$ cat config.mk
export PLATFORM = sky130hd
export DESIGN_NAME = seq_divider
export DESIGN_NICKNAME = d
export VERILOG_FILES = /design/src/rtl/div_pkg.sv /design/src/rtl/div_step.sv /design/src/rtl/seq_divider.sv
export SDC_FILE = /design/constraint.sdc
export NUM_CORES = 1
export LEC_CHECK = 0
export BUFFER_PORTS_ARGS = -buffer_cell sky130_fd_sc_hd__clkbuf_2
export CORE_ASPECT_RATIO = 0.6
export CORE_UTILIZATION = 35
export CTS_BUF_LIST = sky130_fd_sc_hd__clkbuf_8
export DETAILED_ROUTE_END_ITERATION = 10
export SLEW_MARGIN = 15
export SYNTH_ARGS = -nofsm -noshare
export SYNTH_HDL_FRONTEND = slang
export SYNTH_SLANG_ARGS = --single-unit
$ cat constraint.sdc
create_clock -name clk -period 5.7 [get_ports clk]
set_clock_uncertainty 0.05 [all_clocks]
set_input_delay 0.57 -clock clk [delete_from_list [all_inputs] [get_ports clk]]
set_output_delay 0.57 -clock clk [all_outputs]
set_load 0.02 [all_outputs]
$ cat src/rtl/div_pkg.sv
// -----------------------------------------------------------------------------
// div_pkg
//   Definitions shared by the sequential divider and the multiplier sequencer.
//   - state_t : FSM encodings. The multiplier sequencer decodes the same values,
//               so do not renumber them.
//   - cnt_width(): width of the step counter for a given operand width.
// -----------------------------------------------------------------------------
package div_pkg;

    typedef enum logic [1:0] {
        ST_IDLE    = 2'd0,
        ST_RUNNING = 2'd1,
        ST_OUTPUT  = 2'd3
    } state_t;

    // One extra bit of headroom so the counter can hold WIDTH-1 for any WIDTH.
    function automatic int cnt_width(input int width);
        return $clog2(width) + 1;
    endfunction

endpackage

$ cat src/rtl/div_step.sv
// -----------------------------------------------------------------------------
// div_step
//   One restoring division iteration, purely combinational.
//   {rem,quo} is shifted left by one. The divisor is then subtracted from the
//   widened partial remainder. If the difference is not negative it is kept and
//   a 1 enters the quotient. Otherwise the shifted remainder is kept and a 0
//   enters the quotient.
// Ports
//   rem_in   in  WIDTH  partial remainder (always < divisor)
//   quo_in   in  WIDTH  partial quotient / remaining dividend bits
//   divisor  in  WIDTH  divisor magnitude
//   rem_out  out WIDTH  updated partial remainder
//   quo_out  out WIDTH  updated partial quotient
// -----------------------------------------------------------------------------
module div_step #(
    parameter int WIDTH = 16
) (
    input  logic [WIDTH-1:0] rem_in,
    input  logic [WIDTH-1:0] quo_in,
    input  logic [WIDTH-1:0] divisor,
    output logic [WIDTH-1:0] rem_out,
    output logic [WIDTH-1:0] quo_out
);

    logic [WIDTH:0]   w_rem_sh;
    logic [WIDTH:0]   w_div_ext;
    logic [WIDTH-1:0] w_quo_sh;
    logic             w_ge;

    assign w_rem_sh  = {rem_in, quo_in[WIDTH-1]};
    assign w_div_ext = {1'b0, divisor};
    assign w_quo_sh  = {quo_in[WIDTH-2:0], 1'b0};

    // A non-negative WIDTH+1 bit trial difference is the same as an unsigned
    // compare of the shifted remainder against the divisor.
    assign w_ge = (w_rem_sh >= w_div_ext);

    // When w_ge holds, the difference is below the divisor, so its top bit is
    // zero and truncating it to WIDTH bits loses nothing.
    always_comb begin
        rem_out = w_rem_sh[WIDTH-1:0];
        quo_out = w_quo_sh;
        if (w_ge) begin
            rem_out = WIDTH'(w_rem_sh - w_div_ext);
            quo_out = {quo_in[WIDTH-2:0], 1'b1};
        end
    end

endmodule

$ cat src/rtl/seq_divider.sv
// -----------------------------------------------------------------------------
// seq_divider
//   Iterative signed integer divider. It takes one restoring step per cycle and
//   finishes in WIDTH+1 cycles after an accepted start. It uses the same
//   start/busy/done handshake as the Booth multiplier.
//
//   state      | meaning
//   -----------+------------------------------------------------------------
//   ST_IDLE    | waiting for start. Operand magnitudes and signs are latched here.
//   ST_RUNNING | one restoring step per cycle, WIDTH steps in total
//   ST_OUTPUT  | done pulse. q/r hold the sign-corrected result.
//
//   Rounding truncates toward zero, and r takes the sign of x.
//   When y==0 the result is q = all ones and r = x, with div_by_zero set.
//   In this case the state goes IDLE->OUTPUT directly.
//
// Ports
//   clk          in   1      rising-edge clock
//   rst_n        in   1      asynchronous active-low reset
//   x, y         in   WIDTH  dividend / divisor, two's complement
//   start        in   1      request, sampled only in ST_IDLE
//   is_signed    in   1      only with DIV_UNSIGNED_MODE_EN. 0 means unsigned operands.
//   q, r         out  WIDTH  quotient / remainder, held until the next accepted start
//   busy         out  1      high in ST_RUNNING
//   done         out  1      one-cycle pulse in ST_OUTPUT
//   div_by_zero  out  1      set together with done when y==0
//
// Build option: define DIV_UNSIGNED_MODE_EN to add the is_signed port.
// -----------------------------------------------------------------------------
module seq_divider
    import div_pkg::*;
#(
    parameter int WIDTH = 16
) (
    input  logic             clk,
    input  logic             rst_n,
    input  logic [WIDTH-1:0] x,
    input  logic [WIDTH-1:0] y,
    input  logic             start,
`ifdef DIV_UNSIGNED_MODE_EN
    input  logic             is_signed,
`endif
    output logic [WIDTH-1:0] q,
    output logic [WIDTH-1:0] r,
    output logic             busy,
    output logic             done,
    output logic             div_by_zero
);

    localparam int CNT_W = cnt_width(WIDTH);

    state_t           r_state;
    state_t           w_state_nxt;

    logic [CNT_W-1:0] r_cnt;
    logic [WIDTH-1:0] r_rem;
    logic [WIDTH-1:0] r_quo;
    logic [WIDTH-1:0] r_div;
    logic             r_sign_q;
    logic             r_sign_r;

    logic             w_signed;
    logic             w_neg_x;
    logic             w_neg_y;
    logic [WIDTH-1:0] w_abs_x;
    logic [WIDTH-1:0] w_abs_y;
    logic             w_y_zero;
    logic             w_last;
    logic [WIDTH-1:0] w_rem_nxt;
    logic [WIDTH-1:0] w_quo_nxt;

`ifdef DIV_UNSIGNED_MODE_EN
    assign w_signed = is_signed;
`else
    assign w_signed = 1'b1;
`endif

    assign w_neg_x  = w_signed & x[WIDTH-1];
    assign w_neg_y  = w_signed & y[WIDTH-1];

    // The magnitudes are read as unsigned WIDTH-bit values. The two's
    // complement negation of -2^(WIDTH-1) gives the bit pattern of +2^(WIDTH-1),
    // so the most negative operand is still exact.
    assign w_abs_x  = w_neg_x ? -x : x;
    assign w_abs_y  = w_neg_y ? -y : y;
    assign w_y_zero = (y == '0);
    assign w_last   = (r_cnt == CNT_W'(WIDTH - 1));

    div_step #(
        .WIDTH (WIDTH)
    ) u_div_step (
        .rem_in  (r_rem),
        .quo_in  (r_quo),
        .divisor (r_div),
        .rem_out (w_rem_nxt),
        .quo_out (w_quo_nxt)
    );

    always_ff @(posedge clk or negedge rst_n) begin
        if (!rst_n) begin
            r_state <= ST_IDLE;
        end else begin
            r_state <= w_state_nxt;
        end
    end

    always_comb begin
        w_state_nxt = r_state;
        busy        = 1'b0;
        done        = 1'b0;
        case (r_state)
            ST_IDLE: begin
                if (start) begin
                    w_state_nxt = w_y_zero ? ST_OUTPUT : ST_RUNNING;
                end
            end
            ST_RUNNING: begin
                busy = 1'b1;
                if (w_last) begin
                    w_state_nxt = ST_OUTPUT;
                end
            end
            ST_OUTPUT: begin
                done        = 1'b1;
                w_state_nxt = ST_IDLE;
            end
            default: begin
                w_state_nxt = ST_IDLE;
            end
        endcase
    end

    // The result registers are loaded on the edge that enters ST_OUTPUT, so
    // q/r are already valid in the cycle where done is high.
    always_ff @(posedge clk or negedge rst_n) begin
        if (!rst_n) begin
            r_cnt       <= '0;
            r_rem       <= '0;
            r_quo       <= '0;
            r_div       <= '0;
            r_sign_q    <= 1'b0;
            r_sign_r    <= 1'b0;
            q           <= '0;
            r           <= '0;
            div_by_zero <= 1'b0;
        end else begin
            case (r_state)
                ST_IDLE: begin
                    if (start) begin
                        r_cnt    <= '0;
                        r_rem    <= '0;
                        r_quo    <= w_abs_x;
                        r_div    <= w_abs_y;
                        r_sign_q <= w_neg_x ^ w_neg_y;
                        r_sign_r <= w_neg_x;
                        if (w_y_zero) begin
                            q           <= '1;
                            r           <= x;
                            div_by_zero <= 1'b1;
                        end else begin
                            q           <= '0;
                            r           <= '0;
                            div_by_zero <= 1'b0;
                        end
                    end
                end
                ST_RUNNING: begin
                    r_rem <= w_rem_nxt;
                    r_quo <= w_quo_nxt;
                    r_cnt <= r_cnt + CNT_W'(1);
                    if (w_last) begin
                        q <= r_sign_q ? -w_quo_nxt : w_quo_nxt;
                        r <= r_sign_r ? -w_rem_nxt : w_rem_nxt;
                    end
                end
                default: begin
                end
            endcase
        end
    end

endmodule

==> results of run 1 <==
==> Yosys cell counts, types with 2 or more instances <==
cell type	n
ha_1	22
o221ai_1	2
o2111a_1	2
nand2_1	96
a221oi_1	9
buf_2	6
a211oi_1	8
o41ai_1	6
nand3_1	8
o31ai_1	12
o21a_1	4
a22oi_1	11
nand2b_1	11
nor2b_1	3
and3_1	5
nor2_1	47
xor2_1	30
nand4_1	3
nor3_1	5
and2_1	4
a21oi_1	39
nand3b_1	2
inv_1	33
mux2_2	3
or3_1	11
a22o_1	5
o21ai_0	90
mux2i_1	11
a222oi_1	3
o22ai_1	8
a21o_1	7
buf_6	2
or4_1	5
xnor2_1	37
o21ai_1	4
a211o_1	3
a31oi_1	8
nor4_1	5
nand2_2	2
dfrtp_1	90
o211ai_1	3
clkbuf_1	25
==> stage by stage <==
step	util, %	std cells	instance area [um2]
finish	40.9	992	6740
global route	40.9	992	6740
CTS	40.9	992	6740
detailed placement	39.6	975	6540
global placement	39.6	975	6540
floorplan	-	708	6010
==> worst max-delay path, cell delays in order, from the launching register on <==
cell and delay, ns:
dfrtp_1 0.46, ha_1 0.44, o211ai_1 0.11, a21oi_1 0.36, o211ai_1 0.21, a211o_1 0.35
nand2_2 0.36, inv_2 0.24, mux2i_1 0.27, ha_1 0.27, o21ai_0 0.24, o21ai_0 0.27
xor2_1 0.09, a221oi_1 0.26, nor2_1 0.08
==> cell families (layout without fill, tap and decap cells) <==
logic type | count (synthesis) | count (layout) | synth area share [%]
muxes | 14 | 14 | 2.40
xor gates and xnor gates | 67 | 67 | 9.77
buffers and inverters | 69 | 125 | 4.75
DFF | 90 | 90 | 37.5
AOI/OAI and AO/OA | 230 | 230 | 23.8
and+or+nand+nor | 215 | 215 | 16.9
adders and majority gates | 23 | 23 | 4.92
==> layout make-up <==
type / count / area, um2
clock buffer: 9 / 124
clock inverter: 7 / 67.6
fill: 1719 / 9750
inverter: 34 / 128
multi-input combinational: 549 / 3480
sequential: 90 / 2250
tap: 228 / 285
timing repair buffer: 75 / 395
==> state kept, by name, summed over array words and instances, names as in the netlist <==
register / flops
r_rem: 16
r: 16
div_by_zero: 1
r_quo: 16
r_div: 16
q: 16
r_sign_r: 1
r_state: 2
r_cnt: 5
r_sign_q: 1
==> how the worst max path moves through the flow <==
stage               cells past startpoint  slack [ns]      from     to
finish                                 14        1.52  r_rem[1]  r[10]
detailed placement                     13        1.59      y[0]  r[15]
floorplan                              15        2.27  r_rem[1]  r[10]
CTS                                    14        1.57  r_rem[1]  r[10]
global placement                       13        1.58      y[0]  r[15]
global route                           14        1.14  r_rem[1]  r[10]
==> what timing repair did <==
action / 4_1_cts / 5_1_grt
hold endpoints to repair: 19 / 0
resized for setup: 0 / 0
hold buffers: 1 / 0
==> layer usage <==
metal  part of all wire (%)  up-vias  track usage (%)
met4                   0.83        0             4.46
met1                     55     2514             34.8
met5                      0        -                0
li1                       -     2646                -
met2                     35      229             25.7
met3                    8.6       14             5.02
==> flow_summary.json, run 1 <==
{
  "track_usage_pct": 20.9,
  "finalHoldViolCount": 0,
  "core_area_um2": 16500,
  "yosys.area.top_type": "dfrtp_1",
  "numCtsBuffers": 9,
  "start_util_pct": 36.4,
  "syn_inst": 708,
  "ys_seq_area_share_pct": 37.5,
  "synth.area.top_cells": "dfrtp_1, o21ai_0, nand2_1, xnor2_1, ha_1",
  "nNetsFinal": 817,
  "clock-root-buffer": "clkbuf_8",
  "outcome": "completed",
  "startpoint_type": "flip-flop",
  "synth_area_um2": 6010,
  "whs_path_depth": 2,
  "routed_wl_mm": 17.7,
  "portBuffers": 69,
  "relSlewSlack_pct": 31.7,
  "grt_max_degree": 72,
  "r2r_cells": 14,
  "yosys_warnings": 0,
  "r2r_end": "r[10]",
  "synth_edf_count": 0,
  "min_to": "q[0]",
  "wl_per_cell_um": 17.8,
  "rsz0062_at_grt": "false",
  "fp.dieW_um": 171,
  "worst_slew_pin_slew_ns": 1.02,
  "setup_tns_ns": 0,
  "async_flop_share_pct": 100,
  "min_period_over_period_pct": 73.4,
  "cts.path.max_buffers": 2,
  "remaining_drc_errors": 0,
  "final.min_clock_period_ns": 4.18,
  "min_path_type": "reg -> reg",
  "required_ns": 5.93,
  "critPathMaxFanout": 17,
  "num_rows": 36,
  "setup_viol": 0,
  "yosys_register_bits": 90,
  "ant_nets": 0,
  "routabilityCongestion": 0.866,
  "syn_to_final_growth_pct": 12.1,
  "ys.flop_type": "dfrtp_1",
  "overflow": 0,
  "first_pass_iters": 5,
  "worst_hold_slack_ns": 0.434,
  "final_common_cell": "nand2_1",
  "layout_common_cells": "nand2_1, o21ai_0, dfrtp_1, clkbuf_2, nor2_1",
  "antenna_found_initial": 0,
  "clkTransAtPathRegs_ns": 0.11,
  "worstHoldStart": "q[0]",
  "cap_violations": 0,
  "r2r_setup_slack_ns": 1.52,
  "r2r_start": "r_rem[1]",
  "pre_cts_slack_ns": 1.59,
  "drt_iter0_drc": 457,
  "grt_pass1_vias": 4850,
  "die_h_um": 103,
  "syn_nets": 766,
  "arrival_ns": 4.41,
  "drive_gt1_share_pct": 13.5,
  "clk_latency_ns": 0.38,
  "setup_ws_ns": 1.52,
  "cts_tree": "done",
  "dp_hpwl_mm": 13.4,
  "n_antenna_cell": 0,
  "die_area_um2": 17700,
  "critical_path_class": "reg -> reg",
  "cts_setup_buffers": 0,
  "slew_violations": 0,
  "htree_levels": 3,
  "vias": 5403,
  "yosysTopAreaCellShare_pct": 37.5,
  "syn_avg_cell_area_um2": 8.48,
  "cp-end-kind": "flip-flop",
  "grt_pass1_wl_mm": 28.1,
  "clock-sinks": 90,
  "routed_via_density": 5.45,
  "io_pins": 70,
  "synth_cell_types": 60,
  "max_freq_mhz": 239
}
Power of run 1 is left out: the tool's default activity adds up to more than one toggle a clock period on the data nets, which glitch-free logic cannot reach.
==> run 2: changes to the inputs <==
- clock period: 5.7 -> 4.11 ns (I/O delays scaled with it)
==> run 2 against run 1 <==
  * Cell count is 0.91% higher
  * Global-route usage is 0.42 points lower
  * Fmax is 8.4% higher
  * Sequential cell count stayed put
  * Sequential share of layout area is 0.31 points lower
  * Non-clock buffer count is 9 higher
  * Worst setup slack worse by 1.3 ns
  * Critical path depth is 1 lower
  * Via count hardly changed
  * Register-to-register slack worse by 1.3 ns
  * Routed wire length is 0.99% higher
  * Die area stayed put
  * Critical path type unchanged
  * Critical endpoint is now r[6]
==> flow_summary.json, run 2 (synthesized netlist as in run 1, its figures left out) <==
{
  "cts.path.max_buffers": 2,
  "setup_tns_ns": 0,
  "arrival_ns": 4.08,
  "cts_setup_buffers": 0,
  "critical_path_class": "reg -> reg",
  "vias": 5407,
  "worst_slew_pin_slew_ns": 1.04,
  "clock-root-buffer": "clkbuf_8",
  "num_rows": 36,
  "final.min_clock_period_ns": 3.86,
  "remaining_drc_errors": 0,
  "r2r_end": "r[6]",
  "routabilityCongestion": 0.857,
  "nNetsFinal": 826,
  "slew_violations": 0,
  "portBuffers": 69,
  "drt_iter0_drc": 452,
  "clk_latency_ns": 0.38,
  "htree_levels": 3,
  "first_pass_iters": 5,
  "cp_slowest_cell": "o21ai_0",
  "grt_pass1_vias": 4754,
  "routed_wl_mm": 17.9,
  "clock-sinks": 90,
  "io_pins": 70,
  "overflow": 0,
  "wl_per_cell_um": 17.9,
  "start_util_pct": 36.4,
  "drive_gt1_share_pct": 14.6,
  "r2r_cells": 13,
  "die_h_um": 103,
  "setup_viol": 0,
  "min_path_type": "in -> async",
  "fp.dieW_um": 171,
  "relSlewSlack_pct": 30.7,
  "clkTransAtPathRegs_ns": 0.11,
  "track_usage_pct": 20.5,
  "critPathMaxStageDelay_ns": 0.53,
  "cp_cell_sequence": "ha_1, o211ai_1, a21oi_1, buf_4, o211ai_1, a211o_1, nand2_2, buf_4, o21ai_0, a31oi_1, xnor2_1, a221oi_1, nor2_1",
  "cts_tree": "done",
  "min_period_over_period_pct": 93.9,
  "grt_max_degree": 62,
  "dp_hpwl_mm": 13.6,
  "finalHoldViolCount": 0,
  "final_common_cell": "nand2_1",
  "cp-startpoint": "r_rem[1]",
  "ant_nets": 0,
  "cap_violations": 0,
  "cp-end-kind": "flip-flop",
  "outcome": "completed",
  "antenna_found_initial": 0,
  "startpoint_type": "flip-flop",
  "r2r_start": "r_rem[1]",
  "required_ns": 4.33,
  "syn_to_final_growth_pct": 13.2,
  "r2r_setup_slack_ns": 0.25,
  "core_area_um2": 16500,
  "numCtsBuffers": 9,
  "layout_common_cells": "nand2_1, dfrtp_1, o21ai_0, clkbuf_2, nor2_1",
  "routed_via_density": 5.40,
  "rsz0062_at_grt": "false",
  "max_freq_mhz": 259,
  "critPathMaxFanout": 13,
  "die_area_um2": 17700,
  "n_antenna_cell": 0,
  "grt_pass1_wl_mm": 27.4
}
[run 2: cell count changes in the layout (fill, tap and decap cells not counted), sizes merged]
cell / previous run / this run
buf: 6 / 16
dlygate4sd3: 1 / 0
[run 2: timing repair]
item	4_1_cts	5_1_grt
resized for setup	0	2
hold buffers	0	0
endpoints found under the setup margin	0	1
[run 2: how the worst max path moves through the flow]
stage                     endpoint  slack [ns]  cells after the start
after floorplan              r[10]        0.68                     15
after global placement        r[6]        0.45                     13
after detailed placement      r[6]        0.46                     13
after CTS                     r[6]        0.41                     13
after global routing         r[10]        0.08                     15
final                         r[6]        0.25                     13
[run 2: metal layers]
metal | track usage (%) | routed length [um]
met1 | 34.4 | 9970
met2 | 24.4 | 6140
met3 | 5.63 | 1630
met4 | 3.98 | 121
met5 | 0 | 0
[run 2: critical path, delay by kind of cell, from the launching register on]
family / cells / cell delay [ns]
and+or+nand+nor: 2 / 0.20
buffers and inverters: 2 / 0.40
DFF: 1 / 0.47
xor gates and xnor gates: 1 / 0.18
AOI/OAI and AO/OA: 7 / 1.99
adders and majority gates: 1 / 0.43
[run 2: cell type report]
| cell class | instances | area, um2 |
|---|---|---|
| repair buffers | 84 | 460 |
| clock buffers | 9 | 124 |
| clock inverters | 7 | 72.6 |
| flip-flops and latches | 90 | 2250 |
| fillers | 1771 | 9690 |
| multi-input cells | 549 | 3480 |
| well taps | 228 | 285 |
| inverters | 34 | 128 |
[run 2: metrics by stage]
| step | instances | area, um2 | setup WS (ns) | hold slack, ns | utilization [%] |
|---|---|---|---|---|---|
| 6_report | 1001 | 6800 | 0.251 | 0.0597 | 41.2 |
| 5_1_grt | 1001 | 6800 | 0.0787 | 0.115 | 41.2 |
| 4_1_cts | 1001 | 6800 | 0.415 | 0.0944 | 41.2 |
| 3_5_place_dp | 985 | 6600 | 0.457 | 0.420 | 40.1 |
| 3_3_place_gp | 985 | 6600 | 0.450 | 0.413 | 40.1 |
| 2_1_floorplan | 708 | 6010 | 0.683 | 0.0654 | - |
Power of run 2 is left out for the same reason.
